File: src/rtl/gpio_slave_ctrl.sv
// gpio_slave_ctrl: memory-mapped GPIO port with direction/output control,
// synchronized input view and edge-triggered W1C interrupt status.
`default_nettype none

module gpio_slave_ctrl #(
  parameter int WIDTH       = 8,
  parameter int SYNC_STAGES = 2
) (
  input  logic              clk,
  input  logic              reset,
  input  logic              cs,
  input  logic              we,
  input  logic [7:0]        addr,
  input  logic [31:0]       wdata,
  output logic [31:0]       rdata,
  input  logic [WIDTH-1:0]  gpio_in,
  output logic [WIDTH-1:0]  gpio_out,
  output logic [WIDTH-1:0]  gpio_oe,
  output logic              irq
);

  localparam logic [5:0] c_SEL_MODER = 6'h00;
  localparam logic [5:0] c_SEL_IDR   = 6'h01;
  localparam logic [5:0] c_SEL_ODR   = 6'h02;
  localparam logic [5:0] c_SEL_EDGE  = 6'h03;
  localparam logic [5:0] c_SEL_IER   = 6'h04;
  localparam logic [5:0] c_SEL_ISR   = 6'h05;

  localparam int                 c_ARM_W    = $clog2(SYNC_STAGES + 2);
  localparam logic [c_ARM_W-1:0] c_ARM_LAST = c_ARM_W'(SYNC_STAGES + 1);

  logic [WIDTH-1:0]                  r_moder;
  logic [WIDTH-1:0]                  r_odr;
  logic [WIDTH-1:0]                  r_edge;
  logic [WIDTH-1:0]                  r_ier;
  logic [WIDTH-1:0]                  r_isr;
  logic [SYNC_STAGES-1:0][WIDTH-1:0] r_sync;
  logic [WIDTH-1:0]                  r_prev;
  logic [c_ARM_W-1:0]                r_arm_cnt;

  logic             w_wr;
  logic [5:0]       w_sel;
  logic [WIDTH-1:0] w_wdat;
  logic [WIDTH-1:0] w_sync;
  logic             w_armed;
  logic [WIDTH-1:0] w_rise;
  logic [WIDTH-1:0] w_fall;
  logic [WIDTH-1:0] w_event;
  logic [WIDTH-1:0] w_clr;
  logic [WIDTH-1:0] w_rd_val;
  logic             w_unused;

  assign w_wr     = cs & we;
  assign w_sel    = addr[7:2];
  assign w_wdat   = wdata[WIDTH-1:0];
  assign w_unused = ^{addr[1:0], wdata};

  assign w_sync  = r_sync[SYNC_STAGES-1];
  assign w_armed = (r_arm_cnt == c_ARM_LAST);
  assign w_rise  = w_sync & ~r_prev;
  assign w_fall  = ~w_sync & r_prev;
  // Output pins and the post-reset fill window never raise status.
  assign w_event = ((r_edge & w_fall) | (~r_edge & w_rise)) & ~r_moder & {WIDTH{w_armed}};
  assign w_clr   = (w_wr && (w_sel == c_SEL_ISR)) ? w_wdat : '0;

  assign gpio_oe  = r_moder;
  assign gpio_out = r_odr & r_moder;
  assign irq      = |(r_isr & r_ier);

  always_comb begin
    w_rd_val = '0;
    if (cs) begin
      case (w_sel)
        c_SEL_MODER: w_rd_val = r_moder;
        c_SEL_IDR:   w_rd_val = w_sync;
        c_SEL_ODR:   w_rd_val = r_odr;
        c_SEL_EDGE:  w_rd_val = r_edge;
        c_SEL_IER:   w_rd_val = r_ier;
        c_SEL_ISR:   w_rd_val = r_isr;
        default:     w_rd_val = '0;
      endcase
    end
    rdata              = '0;
    rdata[WIDTH-1:0]   = w_rd_val;
  end

  always_ff @(posedge clk) begin
    if (reset) begin
      r_moder   <= '0;
      r_odr     <= '0;
      r_edge    <= '0;
      r_ier     <= '0;
      r_isr     <= '0;
      r_sync    <= '0;
      r_prev    <= '0;
      r_arm_cnt <= '0;
    end else begin
      r_sync <= {r_sync[SYNC_STAGES-2:0], gpio_in};
      r_prev <= w_sync;
      if (!w_armed) begin
        r_arm_cnt <= r_arm_cnt + c_ARM_W'(1);
      end
      // A same-cycle set beats the W1C clear.
      r_isr <= (r_isr & ~w_clr) | w_event;
      if (w_wr) begin
        case (w_sel)
          c_SEL_MODER: r_moder <= w_wdat;
          c_SEL_ODR:   r_odr   <= w_wdat;
          c_SEL_EDGE:  r_edge  <= w_wdat;
          c_SEL_IER:   r_ier   <= w_wdat;
          default:     ;
        endcase
      end
    end
  end

endmodule

`default_nettype wire
File: config.mk
export PLATFORM = sky130hd
export DESIGN_NAME = gpio_slave_ctrl
export DESIGN_NICKNAME = d
export VERILOG_FILES = /design/src/rtl/gpio_slave_ctrl.sv
export SDC_FILE = /design/constraint.sdc
export NUM_CORES = 1
export LEC_CHECK = 0
export BUFFER_PORTS_ARGS = -buffer_cell sky130_fd_sc_hd__buf_2
export CAP_MARGIN = 25
export CORE_MARGIN = 10
export CORE_UTILIZATION = 51
export DETAILED_ROUTE_END_ITERATION = 10
export PLACE_DENSITY_LB_ADDON = 0.3
export REMOVE_ABC_BUFFERS = 1
export SYNTH_ARGS = -nofsm -noshare
export SYNTH_HDL_FRONTEND = slang
export SYNTH_SLANG_ARGS = --single-unit
File: constraint.sdc
create_clock -name clk -period 2.2 [get_ports clk]
set_input_delay 0.44 -clock clk [delete_from_list [all_inputs] [get_ports clk]]
set_output_delay 0.44 -clock clk [all_outputs]
set_load 0.02 [all_outputs]
==> flow_summary.ini, run 1 <==
[status]
status = finished clean

[critical_path]
critPathSlowestCell = or2b_4
cp-end-kind = primary output
crit_chain = buf_4 -> nor4_4 -> or2b_4 -> o22ai_2 -> o21a_1 -> buf_6
startpoint = addr[5]
worstPathRequired_ps = 1760
critical_path.max_fanout = 5
slowest_delay_ps = 370
r2r-start = r_arm_cnt[0]
critPathKind = in -> out
startpoint_type = primary input
arrival_ps = 1730

[grt]
grt_pass1_vias = 2385
grt_overflow_total = 0
antenna_found_initial = 0
grt_pass1_wl_um = 11700
grt_max_degree = 67
grt_usage = 0.146

[logic_synthesis]
yosys.area.top_type_share = 0.424
ys_ff_latch = 66
synth_area_um2 = 3120
synth_cell_types = 36
synthTopCellsByArea = dfxtp_1, mux2i_1, buf_4, nor2_1, nor2b_1
synth_top_cell_by_area = dfxtp_1
seq_area_frac_synth = 0.424
ys.warnings.count = 0
postSynthAreaPerCell_um2 = 9.48
synthCells = 329

[drt]
vias = 2456
drc_errors = 0
drt-initial-drc-count = 112
firstDrtPassIters = 4
viasPerCell = 5.25
finalWirelength_um = 7370
avgRoutedWirePerCell_um = 15.7
ant_nets = 0

[finish]
nets = 444
num_antenna_cells = 0
seqCellArea_um2 = 1320
multiInputGateArea_um2 = 1610
instances_no_fill = 468
nFillCells = 538
syn2layout_area_growth_pct = 17.2
drive_above_1_share = 0.229

[timing]
fin_crit_ps = 2170
tightestPinTransition_ps = 528
setup_viol = 0
max_freq_ghz = 0.461
slew_headroom = 0.648
finalCritPeriodShare = 0.985
finClkSkew_ps = 7.00
slew_violations = 0
hold_viol_final = 0
fin_ws_ps = 32.5

[hold_path]
worstHoldStart = gpio_in[2]
hold_path_class = in -> reg

[cts]
cts_tree = yes
cts-buffers-inserted = 9
clock_sinks = 66
h-tree-depth = 3
insertion_delay_ps = 330
path_clk_slew_ps = 60
root_buffer = clkbuf_8
holdBufCountCts = 0
clockBufferDepth = 2

[placed_design]
dpl.cell_count = 454
dp_hpwl_um = 5060
numPortBuffers = 50
place.gp.congestion = 0.788
place_ws_ps = -21.9

[pwr]
peakVddDrop_mv = 0.359
p_per_area_nw_per_um2 = 633
total_leakage_power_nw = 1.70

[floorplanning]
die_height_um = 98.2
num_rows = 28
start_util = 0.527
pin_count = 101
die_area_um2 = 9640
die_w_um = 98.2
core_um2 = 5920

[run]
max-cap-violations = 0
==> power by group <==
group          internal [mW]  total [mW]  switching (mW)
Clock                  0.453       0.858           0.405
Combinational         0.0776       0.211           0.134
Sequential              1.23        1.24          0.0171
Total                   1.76        2.31           0.556
==> metal layers <==
| metal | vias up | global-route usage | wire (µm) |
|---|---|---|---|
| li1 | 1198 | - | - |
| met1 | 1157 | 0.180 | 3210 |
| met2 | 90 | 0.227 | 3480 |
| met3 | 11 | 0.0606 | 607 |
| met4 | 0 | 0.0463 | 80 |
| met5 | - | 0 | 0 |
==> flip-flops by register name, indices dropped and copies added, names as in the netlist <==
signal	cells
r_ier	8
r_odr	8
r_isr	8
r_edge	8
r_arm_cnt	2
w_sync	8
gpio_oe	8
r_sync	8
r_prev	8
==> worst max-delay path: cells and delay by family <==
| family | cells | cell delay, ps |
|---|---|---|
| buffers and inverters | 2 | 260 |
| and+or+nand+nor | 2 | 710 |
| AOI/OAI and AO/OA | 2 | 320 |
==> area by class of cell <==
class | count | area share
well taps | 75 | 0.0257
flip-flops and latches | 66 | 0.362
clock buffers | 13 | 0.0435
inverters | 8 | 0.00822
multi-input cells | 238 | 0.440
repair buffers | 68 | 0.121
==> path summary, 6_finish.rpt <==
kind / cells after the start / slack [ps] / to
setup reg to reg: 3 / 940 / r_arm_cnt[1]
hold reg to reg: 1 / 430 / w_sync[2]
hold / removal: 2 / 320 / r_sync[2]
setup / recovery: 6 / 30 / rdata[6]
==> kinds of logic (layout without fill, tap and decap cells) <==
family,Yosys count,in the layout,share of synthesized area
adders and majority gates,1,1,0.00401
AOI/OAI and AO/OA,43,43,0.0855
and+or+nand+nor,115,115,0.205
muxes,54,54,0.177
DFF,66,66,0.424
xor gates and xnor gates,1,1,0.00281
buffers and inverters,48,89,0.100
other,1,24,0.00120
==> cells in the mapped netlist, drive strengths merged <==
master  instances
a21oi           8
a22oi           4
and2           10
and4b           1
buf            29
clkbuf         11
conb            1
dfxtp          66
ha              1
inv             8
mux2i          53
mux4            1
nand2          12
nand2b          8
nand3           3
nand3b          8
nand4           3
nand4b          1
nor2           40
nor2b          24
nor3b           2
nor4            2
o21a            7
o21ai           9
o221ai          2
o22ai          13
or2b            1
xor2            1
==> through the flow <==
step           hold slack [ps]   util  area (µm²)  setup TNS (ps)  total power [mW]
2_1_floorplan              414      -        2920               0              1.37
3_3_place_gp               417  0.575        3410           -70.2              1.47
3_5_place_dp               420  0.575        3410           -32.2              1.47
4_1_cts                    309  0.602        3570               0              2.32
5_1_grt                    304  0.617        3650           -14.8              2.40
6_report                   316  0.617        3650               0              2.31
==> placed cells by master (no fill, tap or decap), types with 2 or more instances in the layout <==
cell      Yosys  routed
dfxtp_1      66      66
mux2i_1      53      53
buf_2         3      42
nor2_1       40      40
nor2b_1      24      24
conb_1        1      24
buf_4        24      19
nand2_1      12      11
clkbuf_8      2      11
and2_1        9       9
o22ai_1      13       9
o21ai_0       9       9
nand2b_1      8       8
nand3b_1      8       8
inv_1         8       8
a21oi_1       8       8
o21a_1        7       7
buf_6         1       6
o22ai_2       0       4
a22oi_1       4       4
nor4_4        1       2
nor3b_1       2       2
nand3_1       2       2
o221ai_1      2       2
nand4_1       2       2
clkbuf_1      9       2
==> timing repair <==
item | in CTS | in global routing
setup endpoints to repair | 3 | 6
pin swaps | 0 | 8
endpoints found under the hold margin | 0 | 0
buffers inserted | 0 | 1
resized for setup | 1 | 20
Power figures use the tool's default switching activity.
==> inputs of run 2 (changes only) <==
- CORE_UTILIZATION: 51 -> 35
==> run 2 against run 1 <==
  * Sequential power about the same
  * First-iteration DRC count is 29% higher
  * Sequential share of layout area is 0.72 points lower
  * Final area increased by 2.0%
  * Sequential cell count stayed put
  * Combinational power hardly changed
  * Final cell count rose by 7.7%
==> flow_summary.ini, run 2 (synthesis gave the netlist of run 1 again) <==
[finish]
num_antenna_cells = 0
final_common_cell = dfxtp_1
design_area_um2 = 3730
nFillCells = 893
drive_above_1_share = 0.245
syn2layout_area_growth_pct = 19.5
layout_common_cells = dfxtp_1, mux2i_1, buf_2, nor2_1
multiInputGateArea_um2 = 1610
seqCellArea_um2 = 1320
nets = 444
utilization = 0.429

[cts]
h-tree-depth = 3
cts_tree = yes
clockBufferDepth = 2
cts-buffers-inserted = 9
insertion_delay_ps = 330
holdBufCountCts = 0
root_buffer = clkbuf_8
path_clk_slew_ps = 70
clock_sinks = 66

[timing]
setup_viol = 0
hold_ws_ps = 311
hold_viol_final = 0
rsz0062_at_grt = true
fin_crit_ps = 2150
finalCritPeriodShare = 0.979
finClkSkew_ps = 5.44
slew_violations = 0
max_freq_ghz = 0.464

[floorplanning]
die_area_um2 = 13100
die_w_um = 114
pin_count = 101
die_height_um = 114
start_util = 0.359
core_um2 = 8680
num_rows = 34

[drt]
vias = 2391
drc_errors = 0
finalWirelength_um = 7690
ant_nets = 0
drt-initial-drc-count = 144
avgRoutedWirePerCell_um = 15.2
viasPerCell = 4.74
firstDrtPassIters = 5

[hold_path]
hold_path_class = in -> reg
worstHoldStart = gpio_in[3]

[critical_path]
cp-end-kind = primary output
startpoint = addr[7]
critical_path.max_fanout = 3
critPathKind = in -> out
arrival_ps = 1710
endpoint = rdata[0]
startpoint_type = primary input
r2r_slack_ps = 960
r2r-start = r_arm_cnt[0]
rr_worst_depth = 3
worstPathRequired_ps = 1760
r2r-end = r_arm_cnt[1]

[grt]
antenna_found_initial = 0
grt_usage = 0.114
grt_pass1_vias = 2347
grt_overflow_total = 0
grt_max_degree = 44
grt_pass1_wl_um = 12000

[pwr]
clock_power_share = 0.408
combPwrFrac = 0.086
internal-power_mw = 1.86
pwr-share-seq = 0.507
p_per_area_nw_per_um2 = 657
peakVddDrop_mv = 0.355
total_leakage_power_nw = 1.73
p_sw_frac = 0.240
switchingPower_mw = 0.587

[placed_design]
numPortBuffers = 50
placed_area_um2 = 3450
place.gp.congestion = 0.820
dp_hpwl_um = 5550

[run]
max-cap-violations = 0

[status]
status = finished clean
-- run 2: timing repair --
item / CTS / global route
pin swaps: 0 / 5
setup buffers: 0 / 0
setup endpoints to repair: 5 / 7
resized for setup: 3 / 16
-- run 2: critical path, cell delays in order --
cell and delay [ps]:
buf_2 120, buf_4 130, nor4_2 250, nand2_1 110, buf_4 160, o221ai_2 170
o21a_1 180, buf_4 150
-- run 2: area by class of cell --
cell class	count	share of cell area
multi-input combinational	238	0.432
timing repair buffer	68	0.115
tap	108	0.0363
clock inverter	1	0.00134
inverter	8	0.00806
sequential	66	0.354
clock buffer	15	0.0527
-- run 2: how the worst min path moves through the flow --
stage / to / slack [ps] / depth (start not counted)
floorplan: w_sync[0] / 410 / 1
global placement: w_sync[4] / 420 / 1
detailed placement: w_sync[5] / 420 / 1
CTS: r_sync[3] / 300 / 2
global route: r_sync[7] / 300 / 2
finish: r_sync[3] / 310 / 2
-- run 2: routing by layer --
metal / track usage / vias up / wire length [µm]
met5: 0 / - / 0
met4: 0.0351 / 0 / 84
met3: 0.0425 / 6 / 475
met2: 0.174 / 55 / 3460
met1: 0.146 / 1133 / 3670
li1: - / 1197 / -
-- run 2: power groups by stage --
stage / Sequential (mW) / Combinational [mW] / Clock [mW]
final: 1.24 / 0.210 / 0.999
after global routing: 1.24 / 0.229 / 1.07
after CTS: 1.24 / 0.206 / 1.02
after detailed placement: 1.27 / 0.205 / 0
after global placement: 1.27 / 0.201 / 0
after floorplan: 1.26 / 0.104 / 0
-- run 2: stage by stage --
stage / TNS, ps / worst slack, ps / cells / total power, mW
final: 0 / 46.5 / 504 / 2.45
after global placement: -47.5 / -16.9 / 488 / 1.47
after floorplan: 0 / 133 / 312 / 1.37
after detailed placement: -61.8 / -31.3 / 488 / 1.47
after global routing: -16.6 / -12.4 / 504 / 2.54
after CTS: -6.77 / -6.77 / 504 / 2.47
==> inputs of run 3 (changes only) <==
- CORE_MARGIN: 10 -> not set
- GPL_TIMING_DRIVEN: not set -> 0
==> run 3 against run 2 <==
  * First-iteration DRC count is 26% lower
  * Die area decreased by 29%
  * Sequential share of layout area up 0.51 points
  * Routed wire length fell by 6.8%
  * Largest cell class unchanged
==> flow_summary.ini, run 3 (synthesis gave the netlist of run 1 again) <==
[status]
status = finished clean

[critical_path]
arrival_ps = 1720
startpoint_type = primary input
crit_chain = buf_12 -> nor4_4 -> or2b_4 -> o22ai_2 -> o21a_1 -> buf_6
worstPathRequired_ps = 1760
critPathKind = in -> out
critical_path.max_fanout = 5
cp-end-kind = primary output
slowest_delay_ps = 360
critPathSlowestCell = nor4_4

[floorplanning]
num_rows = 34
start_util = 0.359
pin_count = 101
die_w_um = 96.4
core_um2 = 8680
die_height_um = 96.4
die_area_um2 = 9290

[timing]
setup_tns_ps = 0
finalCritPeriodShare = 0.983
max_freq_ghz = 0.462
hold_ws_ps = 309
rsz0062_at_grt = true
slew_violations = 0
tightestPinTransition_ps = 802
slew_headroom = 0.463
hold_viol_final = 0
fin_ws_ps = 37.7
finClkSkew_ps = 7.73
fin_crit_ps = 2160
setup_viol = 0

[cts]
clock_sinks = 66
path_clk_slew_ps = 70
cts-buffers-inserted = 9
root_buffer = clkbuf_8
holdBufCountCts = 0
h-tree-depth = 3
clockBufferDepth = 2
cts_tree = yes
insertion_delay_ps = 330

[finish]
drive_above_1_share = 0.222
num_antenna_cells = 0
final_common_cell = dfxtp_1
layout_common_cells = dfxtp_1, mux2i_1, buf_2, nor2_1
nets = 435
syn2layout_area_growth_pct = 17.9

[pwr]
peakVddDrop_mv = 0.318
finalPower_mw = 2.39
p_per_area_nw_per_um2 = 651
total_leakage_power_nw = 1.70

[grt]
grt_usage = 0.160
grt_overflow_total = 0
grt_max_degree = 45
grt_pass1_vias = 2251
antenna_found_initial = 0
grt_pass1_wl_um = 11000

[placed_design]
numPortBuffers = 50
place.gp.congestion = 0.770
dp_hpwl_um = 4580
place_ws_ps = -372

[drt]
viasPerCell = 4.93
vias = 2440
drc_errors = 0
drt-initial-drc-count = 106
finalWirelength_um = 7160
avgRoutedWirePerCell_um = 14.5
firstDrtPassIters = 4
ant_nets = 0

[hold_path]
hold_path_class = in -> reg

[run]
max-cap-violations = 0
run 3: changes by cell type in the layout (fill, tap and decap cells not counted), sizes merged:
cell | before | now
clkinv | 1 | 2
buf | 68 | 59
clkbuf | 15 | 14
run 3: metal layers:
layer	routed length [µm]	global-route usage	vias to the layer above
met3	440	0.0540	7
met1	3260	0.198	1177
met2	3400	0.269	75
met5	0	0	-
li1	-	-	1181
met4	60	0.0404	0
run 3: path summary, 6_finish.rpt:
kind,startpoint,endpoint,slack [ps],cells after the start
max,addr[3],rdata[1],40,6
min,gpio_in[4],r_sync[4],310,2
max reg2reg,r_arm_cnt[0],r_arm_cnt[1],930,3
min reg2reg,r_sync[6],w_sync[6],440,1
run 3: per-stage QoR:
stage	instances	instance area (µm²)	utilization
floorplan	312	2920	-
global placement	470	3310	0.381
detailed placement	471	3330	0.383
CTS	489	3570	0.411
global route	495	3670	0.423
finish	495	3670	0.423
run 3: area by class of cell:
class,count,area (µm²)
Clock buffer,14,173
Fill cell,885,5000
Clock inverter,2,10.0
Inverter,8,30.0
Sequential cell,66,1320
Tap cell,108,135
Timing Repair Buffer,59,380
Multi-Input combinational cell,238,1630
run 3: report_power, final:
group	internal, mW	leakage (nW)	switching (mW)
Combinational	0.0773	1.07	0.136
Sequential	1.22	0.536	0.0167
Clock	0.499	0.0965	0.436
run 3: critical path, delay by kind of cell:
family	cells	cell delay, ps
AO/OA/AOI/OAI	2	330
buffers and inverters	2	220
AND/OR/NAND/NOR	2	720
run 3: timing repair:
action / in CTS / in global routing
buffers inserted: 2 / 6
pin swaps: 5 / 6
gates resized for setup: 13 / 16
cloned: 0 / 0
endpoints found under the setup margin: 8 / 9
